--- config.mk ---
export PLATFORM = sky130hd
export DESIGN_NAME = bu_diag_seq
export DESIGN_NICKNAME = d
export VERILOG_FILES = /design/src/rtl/bu_diag_seq.sv
export SDC_FILE = /design/constraint.sdc
export NUM_CORES = 1
export LEC_CHECK = 0
export CAP_MARGIN = 15
export CORE_MARGIN = 5
export CORE_UTILIZATION = 35
export CTS_CLUSTER_DIAMETER = 30
export DETAILED_ROUTE_END_ITERATION = 8
export GPL_ROUTABILITY_DRIVEN = 0
export GPL_TIMING_DRIVEN = 0
export PLACE_DENSITY = 0.82
export REMOVE_ABC_BUFFERS = 1
export SLEW_MARGIN = 40
export SYNTH_ARGS = -nofsm -noshare
export SYNTH_HDL_FRONTEND = slang
export SYNTH_SLANG_ARGS = --single-unit
--- constraint.sdc ---
create_clock -name clock -period 2.1 [get_ports clock]
set_input_delay 0.42 -clock clock [delete_from_list [all_inputs] [get_ports clock]]
set_output_delay 0.42 -clock clock [all_outputs]
set_load 0.02 [all_outputs]
--- src/rtl/bu_diag_seq.sv ---
// bu_diag_seq: sequencer for the pipelined squared-difference unit, result (a-b)^2.
// Streams len element pairs from two source RAMs into the datapath, one per cycle. Each
// returned result is written to the result buffer in issue order. Overflow and underflow
// status are collected as sticky flags. A watchdog catches results that never arrive.
//
// Ports:
//   clock, aclr_n                    clock and asynchronous active-low reset
//   start, len                       run request; len is sampled when start is accepted
//   ready, busy, done                handshake and status
//   rd_en, rd_addr                   source RAM read; rd_data_a/b are valid one cycle later
//   dp_clk_en, dp_a, dp_b, dp_in_flag     datapath operand side
//   dp_result, dp_avail, dp_ovf, dp_unf   datapath result side
//   wr_en, wr_addr, wr_data          result buffer write
//   err_ovf, err_unf, err_tmo        sticky error flags
`timescale 1ns/1ps
module bu_diag_seq #(
  parameter int unsigned ADDR_W = 4,
  parameter int unsigned LAT    = 23,
  parameter int unsigned WD_SLK = 4
) (
  input  logic              clock,
  input  logic              aclr_n,
  input  logic              start,
  input  logic [ADDR_W:0]   len,
  output logic              ready,
  output logic              busy,
  output logic              done,
  output logic              rd_en,
  output logic [ADDR_W-1:0] rd_addr,
  input  logic [31:0]       rd_data_a,
  input  logic [31:0]       rd_data_b,
  output logic              dp_clk_en,
  output logic [31:0]       dp_a,
  output logic [31:0]       dp_b,
  output logic              dp_in_flag,
  input  logic [31:0]       dp_result,
  input  logic              dp_avail,
  input  logic              dp_ovf,
  input  logic              dp_unf,
  output logic              wr_en,
  output logic [ADDR_W-1:0] wr_addr,
  output logic [31:0]       wr_data,
  output logic              err_ovf,
  output logic              err_unf,
  output logic              err_tmo
);

  localparam int unsigned LenW = ADDR_W + 1;
  localparam int unsigned FlW  = $clog2(LAT + 2) + 1;
  localparam int unsigned WdW  = $clog2(LAT + WD_SLK + 1) + 1;

  localparam logic [FlW-1:0] FlushLast = FlW'(LAT + 1);
  localparam logic [WdW-1:0] WdLimit   = WdW'(LAT + WD_SLK);

  typedef enum logic [2:0] {StFlush, StIdle, StIssue, StDrain, StDone} state_e;

  state_e              state_q;
  logic [FlW-1:0]      flush_cnt_q;
  logic [LenW-1:0]     len_q;
  logic [LenW-1:0]     wr_cnt_q;
  logic [WdW-1:0]      wd_q;
  logic                ready_q, busy_q, done_q;
  logic                rd_en_q;
  logic [ADDR_W-1:0]   rd_addr_q;
  logic                dp_in_flag_q;
  logic                wr_en_q;
  logic [ADDR_W-1:0]   wr_addr_q;
  logic [31:0]         wr_data_q;
  logic                err_ovf_q, err_unf_q, err_tmo_q;

  logic res_ok;
  logic last_rd;

  // A result counts only while a run is collecting and still owes results.
  assign res_ok  = dp_avail && ((state_q == StIssue) || (state_q == StDrain)) &&
                   (wr_cnt_q < len_q);
  assign last_rd = ({1'b0, rd_addr_q} == (len_q - LenW'(1)));

  always_ff @(posedge clock or negedge aclr_n) begin
    if (!aclr_n) begin
      state_q      <= StFlush;
      flush_cnt_q  <= '0;
      len_q        <= '0;
      wr_cnt_q     <= '0;
      wd_q         <= '0;
      ready_q      <= 1'b0;
      busy_q       <= 1'b0;
      done_q       <= 1'b0;
      rd_en_q      <= 1'b0;
      rd_addr_q    <= '0;
      dp_in_flag_q <= 1'b0;
      wr_en_q      <= 1'b0;
      wr_addr_q    <= '0;
      wr_data_q    <= '0;
      err_ovf_q    <= 1'b0;
      err_unf_q    <= 1'b0;
      err_tmo_q    <= 1'b0;
    end else begin
      done_q       <= 1'b0;
      dp_in_flag_q <= rd_en_q;

      wr_en_q <= res_ok;
      if (res_ok) begin
        wr_addr_q <= wr_cnt_q[ADDR_W-1:0];
        wr_data_q <= dp_result;
        wr_cnt_q  <= wr_cnt_q + LenW'(1);
        if (dp_ovf) err_ovf_q <= 1'b1;
        if (dp_unf) err_unf_q <= 1'b1;
      end

      // Any sign of life from either side of the datapath restarts the watchdog.
      if (dp_in_flag_q || res_ok) begin
        wd_q <= '0;
      end else if (wd_q != WdLimit) begin
        wd_q <= wd_q + WdW'(1);
      end

      case (state_q)
        StFlush: begin
          if (flush_cnt_q == FlushLast) begin
            state_q <= StIdle;
            ready_q <= 1'b1;
          end else begin
            flush_cnt_q <= flush_cnt_q + FlW'(1);
          end
        end
        StIdle: begin
          if (start) begin
            ready_q   <= 1'b0;
            busy_q    <= 1'b1;
            len_q     <= len;
            wr_cnt_q  <= '0;
            wd_q      <= '0;
            err_ovf_q <= 1'b0;
            err_unf_q <= 1'b0;
            err_tmo_q <= 1'b0;
            if (len != '0) begin
              state_q   <= StIssue;
              rd_en_q   <= 1'b1;
              rd_addr_q <= '0;
            end else begin
              state_q <= StDone;
              done_q  <= 1'b1;
            end
          end
        end
        StIssue: begin
          if (last_rd) begin
            rd_en_q <= 1'b0;
            state_q <= StDrain;
          end else begin
            rd_addr_q <= rd_addr_q + ADDR_W'(1);
          end
        end
        StDrain: begin
          if (wr_cnt_q == len_q) begin
            state_q <= StDone;
            done_q  <= 1'b1;
          end else if ((wd_q == WdLimit) && !res_ok) begin
            // Give up on the missing results; the following flush swallows stragglers.
            err_tmo_q <= 1'b1;
            state_q   <= StDone;
            done_q    <= 1'b1;
          end
        end
        StDone: begin
          busy_q <= 1'b0;
          if (err_tmo_q) begin
            state_q     <= StFlush;
            flush_cnt_q <= '0;
          end else begin
            state_q <= StIdle;
            ready_q <= 1'b1;
          end
        end
        default: state_q <= StFlush;
      endcase
    end
  end

  // RAM data arrives one cycle after rd_en, aligned with the registered operand strobe.
  assign dp_a       = dp_in_flag_q ? rd_data_a : '0;
  assign dp_b       = dp_in_flag_q ? rd_data_b : '0;
  assign dp_in_flag = dp_in_flag_q;
  assign dp_clk_en  = busy_q;

  assign ready   = ready_q;
  assign busy    = busy_q;
  assign done    = done_q;
  assign rd_en   = rd_en_q;
  assign rd_addr = rd_addr_q;
  assign wr_en   = wr_en_q;
  assign wr_addr = wr_addr_q;
  assign wr_data = wr_data_q;
  assign err_ovf = err_ovf_q;
  assign err_unf = err_unf_q;
  assign err_tmo = err_tmo_q;

endmodule

==> impl_metrics.env, run 1 <==
export IMPL_drc_errors=0
export IMPL_slew_headroom_pct=55.1
export IMPL_cts_root_buf="clkbuf_8"
export IMPL_cts_tree="built"
export IMPL_fp_coreArea_um2=10700
export IMPL_grt_pass1_wl_um=19700
export IMPL_yosys_warnings=0
export IMPL_ys_flop_type="dfrtp_1"
export IMPL_slew_violations=0
export IMPL_clkPwrFrac_pct=13.7
export IMPL_syn_area_um2=3770
export IMPL_seq_area_frac_synth_pct=49.1
export IMPL_synth_edf_count=0
export IMPL_finalHoldViolCount=0
export IMPL_synthSimpleGateAreaFrac_pct=21.5
export IMPL_final_util_pct=59.8
export IMPL_synth_top_cell_by_area="dfrtp_1"
export IMPL_power_frac_seq_pct=29.0
export IMPL_num_rows=38
export IMPL_fin_area_um2=6390
export IMPL_htreeDepth=3
export IMPL_nFillCells=915
export IMPL_fin_skew_ns=0.00483
export IMPL_fin_crit_sh_pct=97.2
export IMPL_path_delay_family="simple AND/OR/NAND/NOR gates"
export IMPL_synth_top_family_by_area="simple AND/OR/NAND/NOR gates"
export IMPL_die_h_um=114
export IMPL_insertion_delay_ns=0.36
export IMPL_grt_max_degree=53
export IMPL_power_density_nw_per_um2=1350
export IMPL_finalNonFillerCells=736
export IMPL_irDropWorstVdd_v=0.00131
export IMPL_synthArstFlopShare_pct=100
export IMPL_synth_fa_ha_area_share_pct=3.65
export IMPL_chipWidth_um=114
export IMPL_dieArea_um2=13000
export IMPL_drtAntennaViolNets=0
export IMPL_place_area_um2=6090
export IMPL_power_switching_w=0.00352
export IMPL_cell_internal_pwr_w=0.00511
export IMPL_drive_gt1_share_pct=12.8
export IMPL_start_kind="register"
export IMPL_synth_compound_area_share_pct=6.50
export IMPL_wirelength_um=12900
export IMPL_synth_xor_area_share_pct=3.71
export IMPL_worst_setup_path_end_kind="register"
export IMPL_required_ns=2.39
export IMPL_hold_path_class="register to register"
export IMPL_post_place_cells=702
export IMPL_top_level_ports=221
export IMPL_final_setup_viol_count=0
export IMPL_synth_mux_area_share_pct=11.8
export IMPL_status="complete, no violations"
export IMPL_worstMarginPinSlew_ns=0.666
export IMPL_drtIter0Drc=116
export IMPL_vias=3560
export IMPL_synth_area_top_cells="dfrtp_1 49%, and2_1 11%, mux2_2 11%, ha_1 3.6%, o21ai_0 2.9%"
export IMPL_antenna_found_initial=4
export IMPL_ff_latch_area_um2=1860
export IMPL_drtPass1Iterations=4
export IMPL_finalCriticalPeriod_ns=2.04
export IMPL_track_usage_pct=19.7
export IMPL_cts_buffers=9
export IMPL_vias_per_cell=4.84
export IMPL_multi_input_area_um2=1830
export IMPL_hpwl_um=9680
export IMPL_fmax_ghz=0.490
export IMPL_post_drt_wl_per_cell_um=17.6
export IMPL_synth_area_per_cell_um2=10.5
export IMPL_numPortBuffers=220
export IMPL_crit_chain="inv_1 > ha_1 > o211ai_1 > a21oi_2 > buf_4 > or2_4 > or3_1 > a21oi_1"
export IMPL_start_util_pct=35.3
export IMPL_path_buf_inv=2
export IMPL_ys_ff_latch=74
export IMPL_cts_sinks=74
export IMPL_critPathMaxFanout=6
export IMPL_hold_slack_ns=0.413
export IMPL_globalRouteOverflowTotal=0
export IMPL_worstPathArrival_ns=2.33
export IMPL_crit_slowest_cell="dfrtp_2"
export IMPL_path_clk_slew_ns=0.08
export IMPL_path_class="register to register"
export IMPL_grt_pass1_vias=3855
export IMPL_power_leakage_nw=2.80
export IMPL_p_sw_share_pct=40.8
export IMPL_syn_to_final_growth_pct=69.4
export IMPL_syn_inst=361
export IMPL_nNetsFinal=705
export IMPL_rsz0062_at_grt="yes"
export IMPL_pwr_share_comb_pct=57.2
export IMPL_synth_cell_type_count=42
export IMPL_max_cap_violations=0
export IMPL_slowest_delay_ns=0.43
export IMPL_clockBufferDepth=2
export IMPL_yosysTopAreaCellShare_pct=49.1
## cells in the final DEF (no fill, tap or decap), types with 2 or more instances in the layout
cell	instances
inv_1	12
buf_4	8
and2_1	67
o21ai_0	22
nand4_1	3
diode_2	4
or2_4	4
nor3_1	2
and3_1	3
dlygate4sd2_1	64
o211ai_1	2
xor2_1	10
dfrtp_1	72
nand3_1	10
nand4b_1	4
clkdlybuf4s50_1	154
xnor2_1	6
nand2_1	20
a21oi_1	8
clkbuf_8	12
mux2i_1	4
mux2_2	36
or3_1	2
nor2_1	22
ha_1	11
## kinds of logic after synthesis
| family | count (synthesis) |
|---|---|
| AOI/OAI and AO/OA | 42 |
| muxes | 40 |
| adders and majority gates | 11 |
| buffers and inverters | 33 |
| and+or+nand+nor | 145 |
| xor gates and xnor gates | 16 |
| DFF | 74 |
## final cells by class
type                       instances  share of cell area (%)
tap                              140                    2.74
inverter                          13                   0.763
clock buffer                      13                    2.64
clock inverter                     3                   0.724
sequential                        74                    29.0
multi-input combinational        257                    28.6
timing repair buffer             232                    35.3
antenna                            4                   0.157
## worst paths after layout
kind                       startpoint  slack, ns          end  cells after the start
setup / recovery             len_q[2]       0.06  wr_cnt_q[3]                      8
hold / removal                  rd_en       0.41   dp_in_flag                      0
setup reg to reg             len_q[2]       0.06  wr_cnt_q[3]                      8
hold reg to reg                 rd_en       0.41   dp_in_flag                      0
max in group asynchronous      aclr_n       1.09   dp_in_flag                      3
min in group asynchronous      aclr_n       0.48  wr_data[22]                      2
## timing repair
action | CTS | global route
hold buffers | 1 | 0
endpoints found under the hold margin | 22 | 0
cloned | 3 | 0
resized for setup | 72 | 4
buffers inserted | 8 | 2
pin swaps | 2 | 0
setup endpoints to repair | 119 | 47
## synth_stat cells (2+ instances only)
master,count
xor2_1,10
a21oi_1,9
buf_4,2
clkbuf_1,13
nand3_1,10
o211ai_1,2
nand2_1,20
xnor2_1,6
nor3b_1,2
o21ai_0,22
ha_1,11
or3_1,3
nand4b_1,4
nor2_1,22
mux2i_1,4
mux2_2,36
buf_2,4
and3_1,3
dfrtp_1,74
inv_1,12
nand4_1,3
nor3_1,2
and2_1,68
## sequential cells by signal, summed over array words and instances, names as in the netlist, 3 cells and up
name         count
wr_data         32
wr_cnt_q         5
rd_addr          4
wr_addr          4
len_q            5
flush_cnt_q      6
state_q          3
wd_q             6
## metal layers
metal	part of all wire [%]	global-route usage (%)	routed length [um]
met1	33	18.2	4330
met2	51	36.8	6620
met3	11	7.85	1480
met4	4.0	10.4	521
met5	0	0	0
## power groups by stage
stage / Clock (W) / Sequential [W] / Combinational [W]
after detailed placement: 0 / 0.00259 / 0.00473
after floorplan: 0 / 0.00301 / 0.00209
after CTS: 0.00121 / 0.00250 / 0.00495
final: 0.00119 / 0.00251 / 0.00494
after global placement: 0 / 0.00254 / 0.00464
after global routing: 0.00127 / 0.00259 / 0.00533
## through the flow
| step | setup TNS (ns) | setup slack [ns] | power (W) |
|---|---|---|---|
| 3_5_place_dp | -10.54 | -0.674 | 0.00732 |
| 5_1_grt | -0.0262 | -0.0167 | 0.00919 |
| 4_1_cts | -0.0716 | -0.0102 | 0.00866 |
| 2_1_floorplan | -17.33 | -0.647 | 0.00511 |
| 3_3_place_gp | -210.10 | -1.89 | 0.00718 |
| 6_report | 0 | 0.0591 | 0.00863 |
No activity file was read; power rests on OpenSTA's default activity.
==> inputs of run 2 (changes only) <==
- TNS_END_PERCENT: unset -> 100
==> results of run 2 <==
No change in the layout: final DEF, timing and power equal those of run 1.
==> inputs of run 3 (changes only) <==
- CORE_MARGIN: 5 -> unset
==> run 3 against run 2 <==
  * Worst setup slack lost 0.040 ns
  * Die area shrank 14%
  * Clock skew grew 0.0030 ns
  * Critical path type unchanged
  * Critical endpoint unchanged
  * Largest cell class unchanged
==> impl_metrics.env, run 3 (synthesized netlist as in run 1, its figures left out) <==
export IMPL_status="complete, no violations"
export IMPL_start_kind="register"
export IMPL_diodes=0
export IMPL_drtAntennaViolNets=0
export IMPL_clkPwrFrac_pct=13.0
export IMPL_die_h_um=106
export IMPL_top_level_ports=221
export IMPL_r2r_end="wr_cnt_q[3]"
export IMPL_hpwl_um=8940
export IMPL_numPortBuffers=220
export IMPL_htreeDepth=3
export IMPL_grt_pass1_wl_um=19200
export IMPL_worstMarginPinSlew_ns=0.429
export IMPL_final_util_pct=61.2
export IMPL_num_rows=37
export IMPL_required_ns=2.37
export IMPL_track_usage_pct=22.2
export IMPL_clockBufferDepth=2
export IMPL_pwr_share_comb_pct=57.6
export IMPL_drc_errors=0
export IMPL_antenna_found_initial=0
export IMPL_grt_max_degree=44
export IMPL_dieArea_um2=11200
export IMPL_chipWidth_um=106
export IMPL_fmax_ghz=0.481
export IMPL_fin_crit_sh_pct=99.1
export IMPL_crit_chain="ha_1 > o211ai_1 > a21oi_4 > or2_4 > or3_1 > a21oi_1"
export IMPL_rsz0062_at_grt="yes"
export IMPL_finalCriticalPeriod_ns=2.08
export IMPL_timing_rr_start="wr_cnt_q[2]"
export IMPL_holdPathStages=0
export IMPL_vias_per_cell=4.89
export IMPL_place_area_um2=6080
export IMPL_syn_to_final_growth_pct=68.0
export IMPL_drive_gt1_share_pct=13.1
export IMPL_post_drt_wl_per_cell_um=16.6
export IMPL_slew_violations=0
export IMPL_vias=3538
export IMPL_fin_ws_ns=0.0189
export IMPL_finalHoldViolCount=0
export IMPL_hp_start="rd_en"
export IMPL_hold_end="dp_in_flag"
export IMPL_drtIter0Drc=161
export IMPL_slew_headroom_pct=71.3
export IMPL_critPathMaxFanout=10
export IMPL_globalRouteOverflowTotal=0
export IMPL_fin_area_um2=6340
export IMPL_power_density_nw_per_um2=1340
export IMPL_insertion_delay_ns=0.35
export IMPL_setup_tns_ns=0
export IMPL_crit_slowest_cell="dfrtp_2"
export IMPL_path_clk_slew_ns=0.07
export IMPL_nFillCells=856
export IMPL_cts_sinks=74
export IMPL_largest_reg_flops=32
export IMPL_max_cap_violations=0
export IMPL_worst_setup_path_end_kind="register"
export IMPL_reg2reg_slack_ns=0.02
export IMPL_p_sw_share_pct=41.1
export IMPL_cts_root_buf="clkbuf_8"
export IMPL_start_util_pct=36.4
export IMPL_grt_pass1_vias=3855
export IMPL_irDropWorstVdd_v=0.000939
export IMPL_slowest_delay_ns=0.46
export IMPL_mostFrequentLayoutCells="155 x clkdlybuf4s50_1, 70 x dfrtp_1, 67 x and2_1, 62 x dlygate4sd2_1, 36 x mux2_2"
export IMPL_path_class="register to register"
export IMPL_fin_skew_ns=0.00780
export IMPL_layout_commonest_cell="clkdlybuf4s50_1"
export IMPL_post_place_ws_ns=-0.677
export IMPL_power_leakage_nw=2.78
export IMPL_cts_tree="built"
export IMPL_cts_buffers=9
export IMPL_fp_coreArea_um2=10400
export IMPL_final_setup_viol_count=0
export IMPL_rr_worst_depth=6
export IMPL_power_switching_w=0.00350
export IMPL_power_frac_seq_pct=29.4
export IMPL_hold_path_class="register to register"
export IMPL_drtPass1Iterations=5
export IMPL_nNetsFinal=703
export IMPL_wirelength_um=12000
export IMPL_cell_internal_pwr_w=0.00502
export IMPL_worstPathArrival_ns=2.35
[run 3: through the flow]
step / instances / power [W] / hold WS, ns
after floorplan: 341 / 0.00511 / 0.124
after global placement: 697 / 0.00714 / 0.393
after detailed placement: 698 / 0.00733 / 0.317
after CTS: 720 / 0.00847 / 0.413
after global routing: 724 / 0.00909 / 0.426
final: 724 / 0.00852 / 0.403
[run 3: area by class of cell]
cell class,instances,area (um2),share of cell area [%]
well taps,136,170,2.68
inverters,13,48.8,0.769
repair buffers,230,2230,35.1
clock inverters,3,40.0,0.631
clock buffers,11,151,2.39
multi-input cells,257,1850,29.1
flip-flops and latches,74,1860,29.3
[run 3: critical path, delay by kind of cell (launching register included)]
kind | cells | cell delay [ns]
compound gates | 3 | 0.55
fa+ha+maj | 1 | 0.31
simple gates | 2 | 0.69
flops | 1 | 0.46
[run 3: layer usage]
layer	wire, um	track usage (%)	share of wire [%]	vias to the layer above
met2	6440	42.7	54	183
met4	332	10.1	2.8	0
met3	1210	7.30	10	26
met5	0	0	0	-
met1	4050	21.0	34	1668
li1	-	-	-	1661
[run 3: how the worst max path moves through the flow]
stage / start / endpoint / cells past startpoint
after floorplan: len_q[2] / wd_q[2] / 8
after global placement: aclr_n / flush_cnt_q[5] / 1
after detailed placement: start / rd_addr[0] / 6
after CTS: dp_in_flag / dp_a[4] / 3
after global routing: wr_cnt_q[2] / wd_q[2] / 7
final: wr_cnt_q[2] / wr_cnt_q[3] / 6
[run 3: timing repair]
| action | in CTS | in global routing |
|---|---|---|
| hold buffers | 1 | 0 |
| buffers inserted | 5 | 3 |
| hold endpoints to repair | 31 | 0 |
| pin swaps | 1 | 3 |
| gates cloned | 2 | 1 |
| gates resized for setup | 71 | 8 |
| endpoints found under the setup margin | 119 | 43 |
[run 3: power by group through the flow]
stage	Combinational (W)	Clock (W)	Sequential [W]
after floorplan	0.00209	0	0.00301
after global placement	0.00460	0	0.00254
after detailed placement	0.00471	0	0.00261
after CTS	0.00482	0.00114	0.00252
after global routing	0.00530	0.00119	0.00260
final	0.00490	0.00111	0.00251
